$ cat src/rtl/fp32_mac_seq_ctrl_if.sv
// Handshake bundle between the rx->mac->tx sequencer and its receiver, MAC unit and transmitter.
// master = sequencer side, slave = surrounding datapath.
interface fp32_mac_seq_ctrl_if #(
  parameter int CNT_W = 16
);
  logic             RX_VALID_I;
  logic [95:0]      RX_DATA_I;
  logic             RX_READY_O;
  logic             MAC_START_O;
  logic [31:0]      MAC_A_O;
  logic [31:0]      MAC_B_O;
  logic [31:0]      MAC_C_O;
  logic             MAC_DONE_I;
  logic [31:0]      MAC_RESULT_I;
  logic             TX_START_O;
  logic [7:0]       TX_BYTE_O;
  logic             TX_BUSY_I;
  logic             BUSY_O;
  logic             ERR_TIMEOUT_O;
  logic             DROP_O;
  logic [CNT_W-1:0] RESULT_CNT_O;

  modport master (
    input  RX_VALID_I, RX_DATA_I, MAC_DONE_I, MAC_RESULT_I, TX_BUSY_I,
    output RX_READY_O, MAC_START_O, MAC_A_O, MAC_B_O, MAC_C_O,
           TX_START_O, TX_BYTE_O, BUSY_O, ERR_TIMEOUT_O, DROP_O, RESULT_CNT_O
  );

  modport slave (
    output RX_VALID_I, RX_DATA_I, MAC_DONE_I, MAC_RESULT_I, TX_BUSY_I,
    input  RX_READY_O, MAC_START_O, MAC_A_O, MAC_B_O, MAC_C_O,
           TX_START_O, TX_BYTE_O, BUSY_O, ERR_TIMEOUT_O, DROP_O, RESULT_CNT_O
  );
endinterface

$ cat src/rtl/fp32_mac_seq_ctrl.sv
// Sequencer: captures one A/B/C frame, launches a MAC, sends the 32-bit result as 4 bytes,
// with MAC timeout, completed-result counter and dropped-frame pulse.
module fp32_mac_seq_ctrl #(
  parameter int MAC_TIMEOUT  = 1024,
  parameter int TX_MSB_FIRST = 0,
  parameter int CNT_W        = 16
) (
  input logic                 CLK_I,
  input logic                 RST_I,
  fp32_mac_seq_ctrl_if.master bus
);
  localparam int TW = (MAC_TIMEOUT > 1) ? $clog2(MAC_TIMEOUT) : 1;
  localparam logic [TW-1:0] TMO_LAST = TW'(MAC_TIMEOUT - 1);

  typedef enum logic [2:0] {
    IDLE, LAUNCH, MAC_WAIT, TX_SEND, TX_ACK, TX_DONE
  } state_t;

  state_t           state_reg, state_next;
  logic [31:0]      a_reg, b_reg, c_reg, result_reg;
  logic [1:0]       idx_reg;
  logic [TW-1:0]    tmo_reg;
  logic [CNT_W-1:0] cnt_reg;
  logic             armed_reg, rx_valid_prev_reg, err_reg;
  logic             capture, rx_rise, drop, mac_done_ok, tmo_hit, tx_byte_done;
  logic [7:0]       res_bytes [4];

  assign capture      = bus.RX_VALID_I && armed_reg && (state_reg == IDLE);
  assign rx_rise      = bus.RX_VALID_I && !rx_valid_prev_reg;
  assign mac_done_ok  = (state_reg == MAC_WAIT) && bus.MAC_DONE_I;
  assign tmo_hit      = (state_reg == MAC_WAIT) && !bus.MAC_DONE_I && (tmo_reg == TMO_LAST);
  assign tx_byte_done = (state_reg == TX_DONE) && !bus.TX_BUSY_I;
  // An edge in the cycle we fall back to IDLE is not a drop: armed stays set, capture follows.
  assign drop         = rx_rise && (state_reg != IDLE) && (state_next != IDLE);

  always_ff @(posedge CLK_I or posedge RST_I) begin
    if (RST_I) state_reg <= IDLE;
    else       state_reg <= state_next;
  end

  always_comb begin
    state_next = state_reg;
    case (state_reg)
      IDLE:     if (capture) state_next = LAUNCH;
      LAUNCH:   state_next = MAC_WAIT;
      MAC_WAIT: if (mac_done_ok) state_next = TX_SEND;
                else if (tmo_hit) state_next = IDLE;
      TX_SEND:  state_next = TX_ACK;
      TX_ACK:   if (bus.TX_BUSY_I) state_next = TX_DONE;
      TX_DONE:  if (tx_byte_done) state_next = (idx_reg == 2'd3) ? IDLE : TX_SEND;
      default:  state_next = IDLE;
    endcase
  end

  always_ff @(posedge CLK_I or posedge RST_I) begin
    if (RST_I) begin
      a_reg             <= '0;
      b_reg             <= '0;
      c_reg             <= '0;
      result_reg        <= '0;
      idx_reg           <= '0;
      tmo_reg           <= '0;
      cnt_reg           <= '0;
      armed_reg         <= 1'b1;
      rx_valid_prev_reg <= 1'b0;
      err_reg           <= 1'b0;
    end else begin
      rx_valid_prev_reg <= bus.RX_VALID_I;
      if (!bus.RX_VALID_I)     armed_reg <= 1'b1;
      else if (capture || drop) armed_reg <= 1'b0;
      if (capture) begin
        a_reg   <= bus.RX_DATA_I[31:0];
        b_reg   <= bus.RX_DATA_I[63:32];
        c_reg   <= bus.RX_DATA_I[95:64];
        err_reg <= 1'b0;
      end
      if (state_reg == LAUNCH)        tmo_reg <= '0;
      else if (state_reg == MAC_WAIT) tmo_reg <= tmo_reg + 1'b1;
      if (tmo_hit) err_reg <= 1'b1;
      if (mac_done_ok) begin
        result_reg <= bus.MAC_RESULT_I;
        idx_reg    <= '0;
      end
      if (tx_byte_done) begin
        if (idx_reg == 2'd3) cnt_reg <= cnt_reg + 1'b1;
        else                 idx_reg <= idx_reg + 1'b1;
      end
    end
  end

  // Byte k of the send order, resolved at elaboration from TX_MSB_FIRST.
  generate
    for (genvar gi = 0; gi < 4; gi++) begin : g_byte_sel
      if (TX_MSB_FIRST != 0) begin : g_msb
        assign res_bytes[gi] = result_reg[31-8*gi -: 8];
      end else begin : g_lsb
        assign res_bytes[gi] = result_reg[8*gi +: 8];
      end
    end
  endgenerate

  always_comb begin
    bus.MAC_START_O = 1'b0;
    bus.TX_START_O  = 1'b0;
    bus.BUSY_O      = 1'b0;
    bus.RX_READY_O  = 1'b0;
    bus.DROP_O      = 1'b0;
    case (state_reg)
      IDLE:    bus.RX_READY_O  = !RST_I;
      LAUNCH:  bus.MAC_START_O = 1'b1;
      TX_SEND: bus.TX_START_O  = 1'b1;
      default: ;
    endcase
    if (state_reg != IDLE) bus.BUSY_O = 1'b1;
    if (drop)              bus.DROP_O = 1'b1;
  end

  assign bus.MAC_A_O       = a_reg;
  assign bus.MAC_B_O       = b_reg;
  assign bus.MAC_C_O       = c_reg;
  assign bus.TX_BYTE_O     = res_bytes[idx_reg];
  assign bus.ERR_TIMEOUT_O = err_reg;
  assign bus.RESULT_CNT_O  = cnt_reg;
endmodule

$ cat src/flat_wrapper.sv
// flat-port wrapper written by rule: the top's interface ports become plain ports
module fp32_mac_seq_ctrl_flat 
#(
  parameter int MAC_TIMEOUT  = 1024,
  parameter int TX_MSB_FIRST = 0,
  parameter int CNT_W        = 16
)
  (CLK_I, RST_I, bus_RX_VALID_I, bus_RX_DATA_I, bus_MAC_DONE_I, bus_MAC_RESULT_I, bus_TX_BUSY_I, bus_RX_READY_O, bus_MAC_START_O, bus_MAC_A_O, bus_MAC_B_O, bus_MAC_C_O, bus_TX_START_O, bus_TX_BYTE_O, bus_BUSY_O, bus_ERR_TIMEOUT_O, bus_DROP_O, bus_RESULT_CNT_O);
  fp32_mac_seq_ctrl_if #(.CNT_W(CNT_W)) bus_i ();
  input logic CLK_I;
  input logic RST_I;
  input wire logic [$bits(bus_i.RX_VALID_I)-1:0] bus_RX_VALID_I;
  input wire logic [$bits(bus_i.RX_DATA_I)-1:0] bus_RX_DATA_I;
  input wire logic [$bits(bus_i.MAC_DONE_I)-1:0] bus_MAC_DONE_I;
  input wire logic [$bits(bus_i.MAC_RESULT_I)-1:0] bus_MAC_RESULT_I;
  input wire logic [$bits(bus_i.TX_BUSY_I)-1:0] bus_TX_BUSY_I;
  output wire logic [$bits(bus_i.RX_READY_O)-1:0] bus_RX_READY_O;
  output wire logic [$bits(bus_i.MAC_START_O)-1:0] bus_MAC_START_O;
  output wire logic [$bits(bus_i.MAC_A_O)-1:0] bus_MAC_A_O;
  output wire logic [$bits(bus_i.MAC_B_O)-1:0] bus_MAC_B_O;
  output wire logic [$bits(bus_i.MAC_C_O)-1:0] bus_MAC_C_O;
  output wire logic [$bits(bus_i.TX_START_O)-1:0] bus_TX_START_O;
  output wire logic [$bits(bus_i.TX_BYTE_O)-1:0] bus_TX_BYTE_O;
  output wire logic [$bits(bus_i.BUSY_O)-1:0] bus_BUSY_O;
  output wire logic [$bits(bus_i.ERR_TIMEOUT_O)-1:0] bus_ERR_TIMEOUT_O;
  output wire logic [$bits(bus_i.DROP_O)-1:0] bus_DROP_O;
  output wire logic [$bits(bus_i.RESULT_CNT_O)-1:0] bus_RESULT_CNT_O;
  assign bus_i.RX_VALID_I = bus_RX_VALID_I;
  assign bus_i.RX_DATA_I = bus_RX_DATA_I;
  assign bus_i.MAC_DONE_I = bus_MAC_DONE_I;
  assign bus_i.MAC_RESULT_I = bus_MAC_RESULT_I;
  assign bus_i.TX_BUSY_I = bus_TX_BUSY_I;
  assign bus_RX_READY_O = bus_i.RX_READY_O;
  assign bus_MAC_START_O = bus_i.MAC_START_O;
  assign bus_MAC_A_O = bus_i.MAC_A_O;
  assign bus_MAC_B_O = bus_i.MAC_B_O;
  assign bus_MAC_C_O = bus_i.MAC_C_O;
  assign bus_TX_START_O = bus_i.TX_START_O;
  assign bus_TX_BYTE_O = bus_i.TX_BYTE_O;
  assign bus_BUSY_O = bus_i.BUSY_O;
  assign bus_ERR_TIMEOUT_O = bus_i.ERR_TIMEOUT_O;
  assign bus_DROP_O = bus_i.DROP_O;
  assign bus_RESULT_CNT_O = bus_i.RESULT_CNT_O;
  fp32_mac_seq_ctrl #(.MAC_TIMEOUT(MAC_TIMEOUT), .TX_MSB_FIRST(TX_MSB_FIRST), .CNT_W(CNT_W)) u_core (.CLK_I(CLK_I), .RST_I(RST_I), .bus(bus_i));
endmodule
$ cat config.mk
export PLATFORM = sky130hd
export DESIGN_NAME = fp32_mac_seq_ctrl_flat
export DESIGN_NICKNAME = d
export VERILOG_FILES = /design/src/rtl/fp32_mac_seq_ctrl_if.sv /design/src/rtl/fp32_mac_seq_ctrl.sv /design/src/flat_wrapper.sv
export SDC_FILE = /design/constraint.sdc
export NUM_CORES = 1
export LEC_CHECK = 0
export ABC_CLOCK_PERIOD_IN_PS = 5700
export BUFFER_PORTS_ARGS = -buffer_cell sky130_fd_sc_hd__buf_2
export CAP_MARGIN = 20
export CORE_ASPECT_RATIO = 0.6
export CORE_MARGIN = 2
export CORE_UTILIZATION = 25
export DETAILED_ROUTE_END_ITERATION = 6
export SYNTH_ARGS = -nofsm -noshare
export SYNTH_HDL_FRONTEND = slang
export SYNTH_SLANG_ARGS = --single-unit
$ cat constraint.sdc
create_clock -name CLK_I -period 5.7 [get_ports CLK_I]
set_input_delay 0 -clock CLK_I [delete_from_list [all_inputs] [get_ports CLK_I]]
set_output_delay 0 -clock CLK_I [all_outputs]
set_load 0.005 [all_outputs]
==> results of run 1 <==
## cells in the mapped netlist (4+ instances only)
master	count
or3_1	5
nand2_1	13
nor3_1	5
nand3_1	11
dfrtp_1	161
xor2_1	7
inv_1	9
buf_2	11
xnor2_1	11
o21ai_0	7
mux4_2	8
mux2_1	129
nor2_1	14
clkbuf_1	4
nand4_1	4
## placed cells by master, fill, tap and decap left out, drive strengths merged, types with 7 or more instances in the layout
master / Yosys / final
buf: 16 / 262
dfrtp: 161 / 161
dlygate4sd3: 0 / 132
mux2: 130 / 130
clkbuf: 4 / 26
nor2: 15 / 15
nand2: 13 / 13
nand3: 11 / 11
xnor2: 11 / 11
inv: 11 / 11
o21ai: 9 / 9
mux4: 8 / 8
xor2: 7 / 7
## kinds of logic (layout without fill, tap and decap cells)
kind of cell               after synthesis  after routing  share of synthesized area [%]
AOI/OAI and AO/OA                       23             23                           2.29
muxes                                  139            139                           25.0
buffers and inverters                   31            437                           2.25
xor gates and xnor gates                18             18                           2.38
DFF                                    162            162                           61.3
and+or+nand+nor                         73             73                           6.15
adders and majority gates                3              3                          0.568
## area by class of cell
class | count | area (um2)
clock buffer | 26 | 479
clock inverter | 6 | 108
fill | 2421 | 16000
inverter | 11 | 46.3
multi-input combinational | 256 | 2410
sequential | 162 | 4060
tap | 360 | 450
timing repair buffer | 394 | 2640
## metal layers
layer / wire length, um / GRT usage, % / up-vias / part of all wire, %
met4: 120 / 3.78 / 0 / 0.71
met2: 7630 / 18.5 / 162 / 45
met3: 1100 / 4.99 / 8 / 6.5
met1: 7970 / 16.5 / 2422 / 47
li1: - / - / 2395 / -
met5: 0 / 0 / - / 0
## power breakdown
group / total (mW) / leakage (nW) / switching, mW / internal [mW]
clock network: 1.16 / 0.283 / 0.447 / 0.711
registers: 1.94 / 1.96 / 0.286 / 1.65
logic: 1.45 / 2.52 / 0.619 / 0.830
total: 4.55 / 4.76 / 1.35 / 3.19
## timing repair
item	4_1_cts	5_1_grt
endpoints found under the setup margin	0	0
hold endpoints to repair	231	0
hold buffers	132	0
## through the flow
stage	instances	hold slack, ps	total power [mW]	cell area, um2
final	1215	310	4.55	10200
after global routing	1215	277	4.88	10200
after CTS	1215	272	4.62	10200
after detailed placement	1051	189	3.35	8280
after global placement	1051	185	3.30	8280
after floorplan	449	31.1	2.71	6610
## worst max path at each step
stage	startpoint	end	slack, ps	depth (start not counted)
2_1_floorplan	RST_I	u_core.bus.ERR_TIMEOUT_O$_DFFE_PP0P_	1330	1
3_3_place_gp	u_core.state_reg[0]$_DFF_PP0_	u_core.bus.MAC_A_O[31]$_DFFE_PP0P_	2760	5
3_5_place_dp	u_core.state_reg[0]$_DFF_PP0_	u_core.bus.MAC_B_O[19]$_DFFE_PP0P_	2710	5
4_1_cts	u_core.state_reg[0]$_DFF_PP0_	u_core.bus.MAC_B_O[18]$_DFFE_PP0P_	2680	5
5_1_grt	u_core.state_reg[0]$_DFF_PP0_	u_core.bus.MAC_B_O[19]$_DFFE_PP0P_	2500	5
6_report	u_core.state_reg[0]$_DFF_PP0_	u_core.bus.MAC_B_O[20]$_DFFE_PP0P_	2740	5
## critical path: stages, from the launching register on
cell and delay, ps:
dfrtp_1 530, or3_1 540, nor2_4 150, buf_4 480, buf_4 680, mux2_1 390
==> impl_metrics.json, run 1 <==
{
  "period_needed_ps": 2960,
  "yosysUniqueCellTypes": 48,
  "fin_nets": 978,
  "drive_above_1_share_pct": 35.4,
  "hold_path_class": "in2reg",
  "hpwl_um": 10800,
  "setup_viol": 0,
  "final_core_util_pct": 38.9,
  "maxSlewViolCount": 0,
  "ys_seq_elements": 162,
  "routedWlPerCell_um": 13.8,
  "post-cts-setup-buffer-count": 0,
  "min_path_cells": 3,
  "cellPowerDensity_nw_per_um2": 446,
  "antenna_found_initial": 0,
  "crit_required_ps": 6010,
  "layout_setup_ws_ps": 2740,
  "fp.dieW_um": 214,
  "core_um2": 26200,
  "synth_top_area_cell": "dfrtp_1",
  "holdCritStartpoint": "bus_MAC_RESULT_I[28]",
  "synthToLayoutAreaGrowth_pct": 54.1,
  "synth_nets": 585,
  "finalSetupTns_ps": 0,
  "grt_pass1_vias": 5120,
  "worst-r2r-cell-count": 5,
  "numCtsBuffers": 17,
  "skew_ps": 6.60,
  "syn-mean-instance-area_um2": 14.7,
  "hold_viol_final": 0,
  "worstSetupStartpointType": "flip-flop",
  "drt_iter0_markers": 265,
  "status": "finished clean",
  "fp.dieH_um": 130,
  "yosys_warnings": 0,
  "htree_levels": 4,
  "post_cts_resized": 0,
  "synth-async-reset-ratio_pct": 100,
  "pre_cts_slack_ps": 2710,
  "netlist_area_um2": 6610,
  "grt_setup_unrepaired": "false",
  "fmax_mhz": 338,
  "cp_max_fo": 55,
  "crit_type": "reg2reg",
  "crit_path_end_kind": "flip-flop",
  "io_buffers": 258,
  "grt_pass1_wl_um": 26900,
  "drc": 0,
  "drv_cap": 0,
  "rows": 46,
  "syn_inst": 449,
  "dieArea_um2": 27800,
  "clk_pin_slew_worst_paths_ps": 60,
  "worstPathArrival_ps": 3260,
  "slew-limit-headroom_pct": 39.0,
  "drt_wl_total_um": 16800,
  "grt_max_degree": 101,
  "globalplace.congestion": 0.769,
  "n_antenna_cell": 0,
  "start_util_pct": 25.2,
  "synth_ff_type": "dfrtp_1",
  "grt_overflow": 0,
  "synth_area_leaders": "dfrtp_1, mux2_1, mux4_2, xnor2_1, xor2_1",
  "clock-sinks": 162,
  "r2r_end": "u_core.bus.MAC_B_O[20]$_DFFE_PP0P_",
  "worstReg2RegStart": "u_core.state_reg[0]$_DFF_PP0_",
  "timing.final.crit_share_pct": 51.9,
  "grtUsageTotal_pct": 12.4,
  "ios": 259,
  "vias": 4987,
  "postRouteAntennaNets": 0,
  "holdPathEnd": "u_core.result_reg[28]$_DFFE_PP0P_",
  "ys_seq_area_share_pct": 61.3,
  "synth_enable_flop_cells": 0,
  "synth_top_area_share_pct": 60.9,
  "cellLeakagePower_nw": 4.76,
  "cts_buffer_depth": 2,
  "insertion_delay_ps": 430,
  "ir_worst_vdd_uv": 257,
  "viasPerCell": 4.10,
  "dr.pass1.iters": 5,
  "worst_pin_slew_ps": 914,
  "r2r_slack_ps": 2740,
  "cts_root_buf": "clkbuf_16",
  "tritoncts": "built"
}
No activity file was read; power rests on OpenSTA's default activity.
==> inputs of run 2 (changes only) <==
- ABC_CLOCK_PERIOD_IN_PS: 5700 -> 2570
- clock period: 5.7 -> 2.57 ns (I/O delays scaled with it)
==> run 2 against run 1 <==
- non-clock buffer count increased by 5
- clock power rose by 130%
- core utilization up 0.41 points
- sequential power increased by 120%
- clock-buffer cell count is 3 lower
- routed wire length fell by 1.4%
- die area unchanged
- critical path depth did not move
- sequential cell count unchanged
- global-route usage down 0.14 points
- largest cell class unchanged
- highest routed layer unchanged
==> impl_metrics.json, run 2 (synthesis gave the netlist of run 1 again) <==
{
  "clock-sinks": 162,
  "synthToLayoutAreaGrowth_pct": 55.7,
  "seqPwrFrac_pct": 41.4,
  "drt_wl_total_um": 16600,
  "globalplace.congestion": 0.776,
  "post_cts_resized": 0,
  "viasPerCell": 4.15,
  "netSwitchingFraction_pct": 29.6,
  "worst_pin_slew_ps": 681,
  "fmax_mhz": 429,
  "drive_above_1_share_pct": 36.3,
  "placed_area_um2": 8370,
  "clkPwrFrac_pct": 25.6,
  "htree_levels": 4,
  "grt_overflow": 0,
  "final_cell_area_um2": 10300,
  "crit_required_ps": 2570,
  "combPwrFrac_pct": 33.0,
  "ios": 259,
  "cts_root_buf": "clkbuf_16",
  "grt_max_degree": 112,
  "finalSetupTns_ps": 0,
  "ir_worst_vdd_uv": 496,
  "cp_max_fo": 15,
  "grtUsageTotal_pct": 12.3,
  "internal_power_mw": 7.18,
  "drt_iter0_markers": 305,
  "fin_nets": 983,
  "routedWlPerCell_um": 13.6,
  "multi_input_area_um2": 2410,
  "hold_slack_ps": 298,
  "grt_pass1_vias": 5080,
  "start_util_pct": 25.2,
  "regArea_um2": 4060,
  "cellPowerDensity_nw_per_um2": 992,
  "postRouteAntennaNets": 0,
  "maxSlewViolCount": 0,
  "fp.dieW_um": 214,
  "insertion_delay_ps": 430,
  "cts_buffer_depth": 2,
  "antenna_found_initial": 0,
  "numCtsBuffers": 17,
  "fill_cells": 2445,
  "dieArea_um2": 27800,
  "slew-limit-headroom_pct": 54.6,
  "drc": 0,
  "p_switching_mw": 3.03,
  "final_common_cell": "buf_2",
  "grt_pass1_wl_um": 26800,
  "hold_viol_final": 0,
  "hpwl_um": 10500,
  "core_um2": 26200,
  "hold_path_class": "in2reg",
  "post-cts-setup-buffer-count": 0,
  "final_core_util_pct": 39.3,
  "skew_ps": 9.13,
  "status": "finished clean",
  "r2r_slack_ps": 440,
  "timing.final.crit_share_pct": 90.8,
  "period_needed_ps": 2330,
  "clk_pin_slew_worst_paths_ps": 60,
  "worstPathArrival_ps": 2330,
  "layout_common_cells": "buf_2, dfrtp_1, dlygate4sd3_1",
  "drv_cap": 0,
  "fp.dieH_um": 130,
  "n_antenna_cell": 0,
  "rows": 46,
  "cellLeakagePower_nw": 4.80,
  "crit_type": "reg2out",
  "tritoncts": "built",
  "dr.pass1.iters": 4,
  "vias": 5062,
  "worstSetupStartpointType": "flip-flop",
  "crit_path_end_kind": "output pin",
  "setup_viol": 0,
  "io_buffers": 258,
  "grt_setup_unrepaired": "false"
}
-- run 2: cell types whose count changed in the layout (fill, tap and decap cells not counted), sizes merged --
| cell | previous run | this run |
|---|---|---|
| buf | 262 | 267 |
| clkinvlp | 1 | 3 |
| clkinv | 2 | 4 |
| clkbuf | 26 | 23 |
| inv | 11 | 10 |
-- run 2: path summary, 6_finish.rpt --
kind,start,to,depth (start not counted)
max reg2reg,u_core.state_reg[1]$_DFF_PP0_,u_core.bus.MAC_B_O[23]$_DFFE_PP0P_,4
min reg2reg,u_core.bus.RESULT_CNT_O[15]$_DFFE_PP0P_,u_core.bus.RESULT_CNT_O[15]$_DFFE_PP0P_,1
min,bus_RX_VALID_I,u_core.rx_valid_prev_reg$_DFF_PP0_,2
min in group asynchronous,RST_I,u_core.bus.RESULT_CNT_O[0]$_DFFE_PP0P_,4
max,u_core.state_reg[2]$_DFF_PP0_,bus_DROP_O,5
max in group asynchronous,RST_I,u_core.bus.MAC_C_O[17]$_DFFE_PP0P_,4
-- run 2: metal layers --
layer	wire (um)	part of all wire, %	global-route usage (%)	vias up
met1	7620	46	15.8	2494
met5	0	0	0	-
li1	-	-	-	2402
met3	974	5.9	4.66	14
met2	7790	47	19.1	152
met4	194	1.2	4.03	0
-- run 2: final cells by class --
type | instances | area share, %
flip-flops and latches | 162 | 39.4
multi-input cells | 256 | 23.4
well taps | 360 | 4.38
clock buffers | 23 | 4.64
clock inverters | 9 | 1.25
repair buffers | 399 | 26.5
inverters | 11 | 0.438
-- run 2: power groups by stage --
stage | logic [mW] | clock network (mW) | registers (mW)
2_1_floorplan | 1.77 | 0 | 4.24
3_5_place_dp | 3.24 | 0 | 4.25
5_1_grt | 3.70 | 2.85 | 4.38
3_3_place_gp | 3.19 | 0 | 4.22
6_report | 3.37 | 2.61 | 4.23
4_1_cts | 3.40 | 2.74 | 4.22
-- run 2: repair_timing --
action	4_1_cts	5_1_grt
hold endpoints to repair	294	0
setup endpoints to repair	0	0
hold buffers	132	0
-- run 2: per-stage QoR --
| stage | setup slack, ps | total power [mW] | cells |
|---|---|---|---|
| after floorplan | 514 | 6.01 | 449 |
| after detailed placement | 459 | 7.49 | 1056 |
| after global routing | 66.2 | 10.9 | 1220 |
| after CTS | 185 | 10.4 | 1220 |
| final | 237 | 10.2 | 1220 |
| after global placement | 548 | 7.41 | 1056 |
-- run 2: worst max-delay path, stage by stage, from the launching register on --
cell and delay (ps):
dfrtp_1 580, or3_1 300, nor2_4 100, or4_1 590, o21a_1 220, buf_2 130
==> inputs of run 3 (changes only) <==
--- a/config.mk
+++ b/config.mk
@@ -13,4 +13,5 @@
 export CORE_UTILIZATION = 25
 export DETAILED_ROUTE_END_ITERATION = 6
+export HOLD_SLACK_MARGIN = 0.03
 export SYNTH_ARGS = -nofsm -noshare
 export SYNTH_HDL_FRONTEND = slang
==> constraint.sdc (replaced) <==
create_clock -name CLK_I -period 2.57 [get_ports CLK_I]
set_input_delay 0 -clock CLK_I [delete_from_list [all_inputs] [get_ports CLK_I]]
set_output_delay 0 -clock CLK_I [all_outputs]
set_load 0.1 [all_outputs]
==> run 3 against run 2 <==
- non-clock buffer count rose by 4
- register-to-register slack barely moved
- core utilization rose by 0.086 points
- clock skew barely moved
- sequential cell count did not move
==> impl_metrics.json, run 3 (synthesis gave the netlist of run 1 again) <==
{
  "worst-r2r-cell-count": 4,
  "vias": 5040,
  "worstSetupStartpointType": "flip-flop",
  "status": "finished clean",
  "grtUsageTotal_pct": 12.2,
  "period_needed_ps": 2380,
  "routedWlPerCell_um": 13.4,
  "final_cell_area_um2": 10300,
  "grt_pass1_wl_um": 26600,
  "fin_nets": 987,
  "drc": 0,
  "viasPerCell": 4.12,
  "grt_pass1_vias": 5116,
  "htree_levels": 4,
  "cp-startpoint": "u_core.state_reg[1]$_DFF_PP0_",
  "crit_required_ps": 2570,
  "fill_cells": 2450,
  "crit_type": "reg2out",
  "grt_setup_unrepaired": "false",
  "placed_area_um2": 8410,
  "setup_viol": 0,
  "worstReg2RegStart": "u_core.state_reg[1]$_DFF_PP0_",
  "fmax_mhz": 421,
  "r2r_slack_ps": 440,
  "hpwl_um": 10900,
  "ios": 259,
  "crit_path_end_kind": "output pin",
  "start_util_pct": 25.2,
  "post_cts_resized": 0,
  "clock-sinks": 162,
  "fp.dieW_um": 214,
  "cpMaxStageDelayCell": "or4_1",
  "final_common_cell": "buf_2",
  "hold_buffers": 132,
  "hold_viol_final": 0,
  "cts_buffer_depth": 2,
  "layout_setup_ws_ps": 194,
  "post-cts-setup-buffer-count": 0,
  "hold_slack_ps": 244,
  "skew_ps": 8.71,
  "grt_max_degree": 63,
  "worst_pin_slew_ps": 660,
  "n_antenna_cell": 0,
  "io_buffers": 258,
  "antenna_found_initial": 0,
  "layout_common_cells": "buf_2, dfrtp_1, dlygate4sd3_1",
  "r2r_end": "u_core.bus.MAC_B_O[2]$_DFFE_PP0P_",
  "core_um2": 26200,
  "grt_overflow": 0,
  "dieArea_um2": 27800,
  "cts_root_buf": "clkbuf_16",
  "cp_max_fo": 12,
  "tritoncts": "built",
  "fp.dieH_um": 130,
  "path_cells": "or3_1 -> nor2_4 -> or4_1 -> o21a_1 -> buf_12",
  "synthToLayoutAreaGrowth_pct": 56.1,
  "rows": 46,
  "pre_cts_slack_ps": 426,
  "drive_above_1_share_pct": 36.3,
  "postRouteAntennaNets": 0,
  "slew-limit-headroom_pct": 55.9,
  "drt_wl_total_um": 16500,
  "drt_iter0_markers": 247,
  "finalSetupTns_ps": 0,
  "cpPeakStageDelay_ps": 580,
  "numCtsBuffers": 17,
  "drv_cap": 0,
  "insertion_delay_ps": 430,
  "worstPathArrival_ps": 2380,
  "clk_pin_slew_worst_paths_ps": 60,
  "hold_path_class": "in2async",
  "maxSlewViolCount": 0,
  "dr.pass1.iters": 4,
  "globalplace.congestion": 0.788,
  "timing.final.crit_share_pct": 92.5
}
[run 3: how the worst max path moves through the flow]
stage	endpoint	slack, ps
2_1_floorplan	bus_RX_READY_O	150
3_3_place_gp	u_core.bus.MAC_A_O[8]$_DFFE_PP0P_	500
3_5_place_dp	u_core.bus.MAC_B_O[5]$_DFFE_PP0P_	430
4_1_cts	bus_DROP_O	150
5_1_grt	bus_DROP_O	50
6_report	bus_DROP_O	190
[run 3: critical path, delay by kind of cell (launching register included)]
kind	cells	cell delay, ps
flops	1	530
simple gates	3	1010
buf+inv	1	180
compound gates	1	240
[run 3: per-stage QoR]
step / instances / utilization (%)
after detailed placement: 1060 / 32.1
after floorplan: 449 / -
after CTS: 1224 / 39.4
after global placement: 1060 / 32.1
after global routing: 1224 / 39.4
final: 1224 / 39.4
[run 3: per-layer routing]
metal / track usage [%] / share of wire [%]
met5: 0 / 0
met4: 5.02 / 1.3
met3: 4.20 / 5.8
met2: 19.3 / 47
met1: 15.4 / 46
[run 3: final cells by class]
type	instances	area [um2]	area share (%)
clock inverters	7	98.8	0.958
well taps	360	450	4.37
flip-flops and latches	162	4060	39.3
multi-input cells	256	2410	23.3
repair buffers	403	2780	26.9
inverters	11	45.0	0.437
clock buffers	25	485	4.71
Power of run 3 is left out: the tool's default activity adds up to more than one toggle a clock period on the data nets, which glitch-free logic cannot reach.
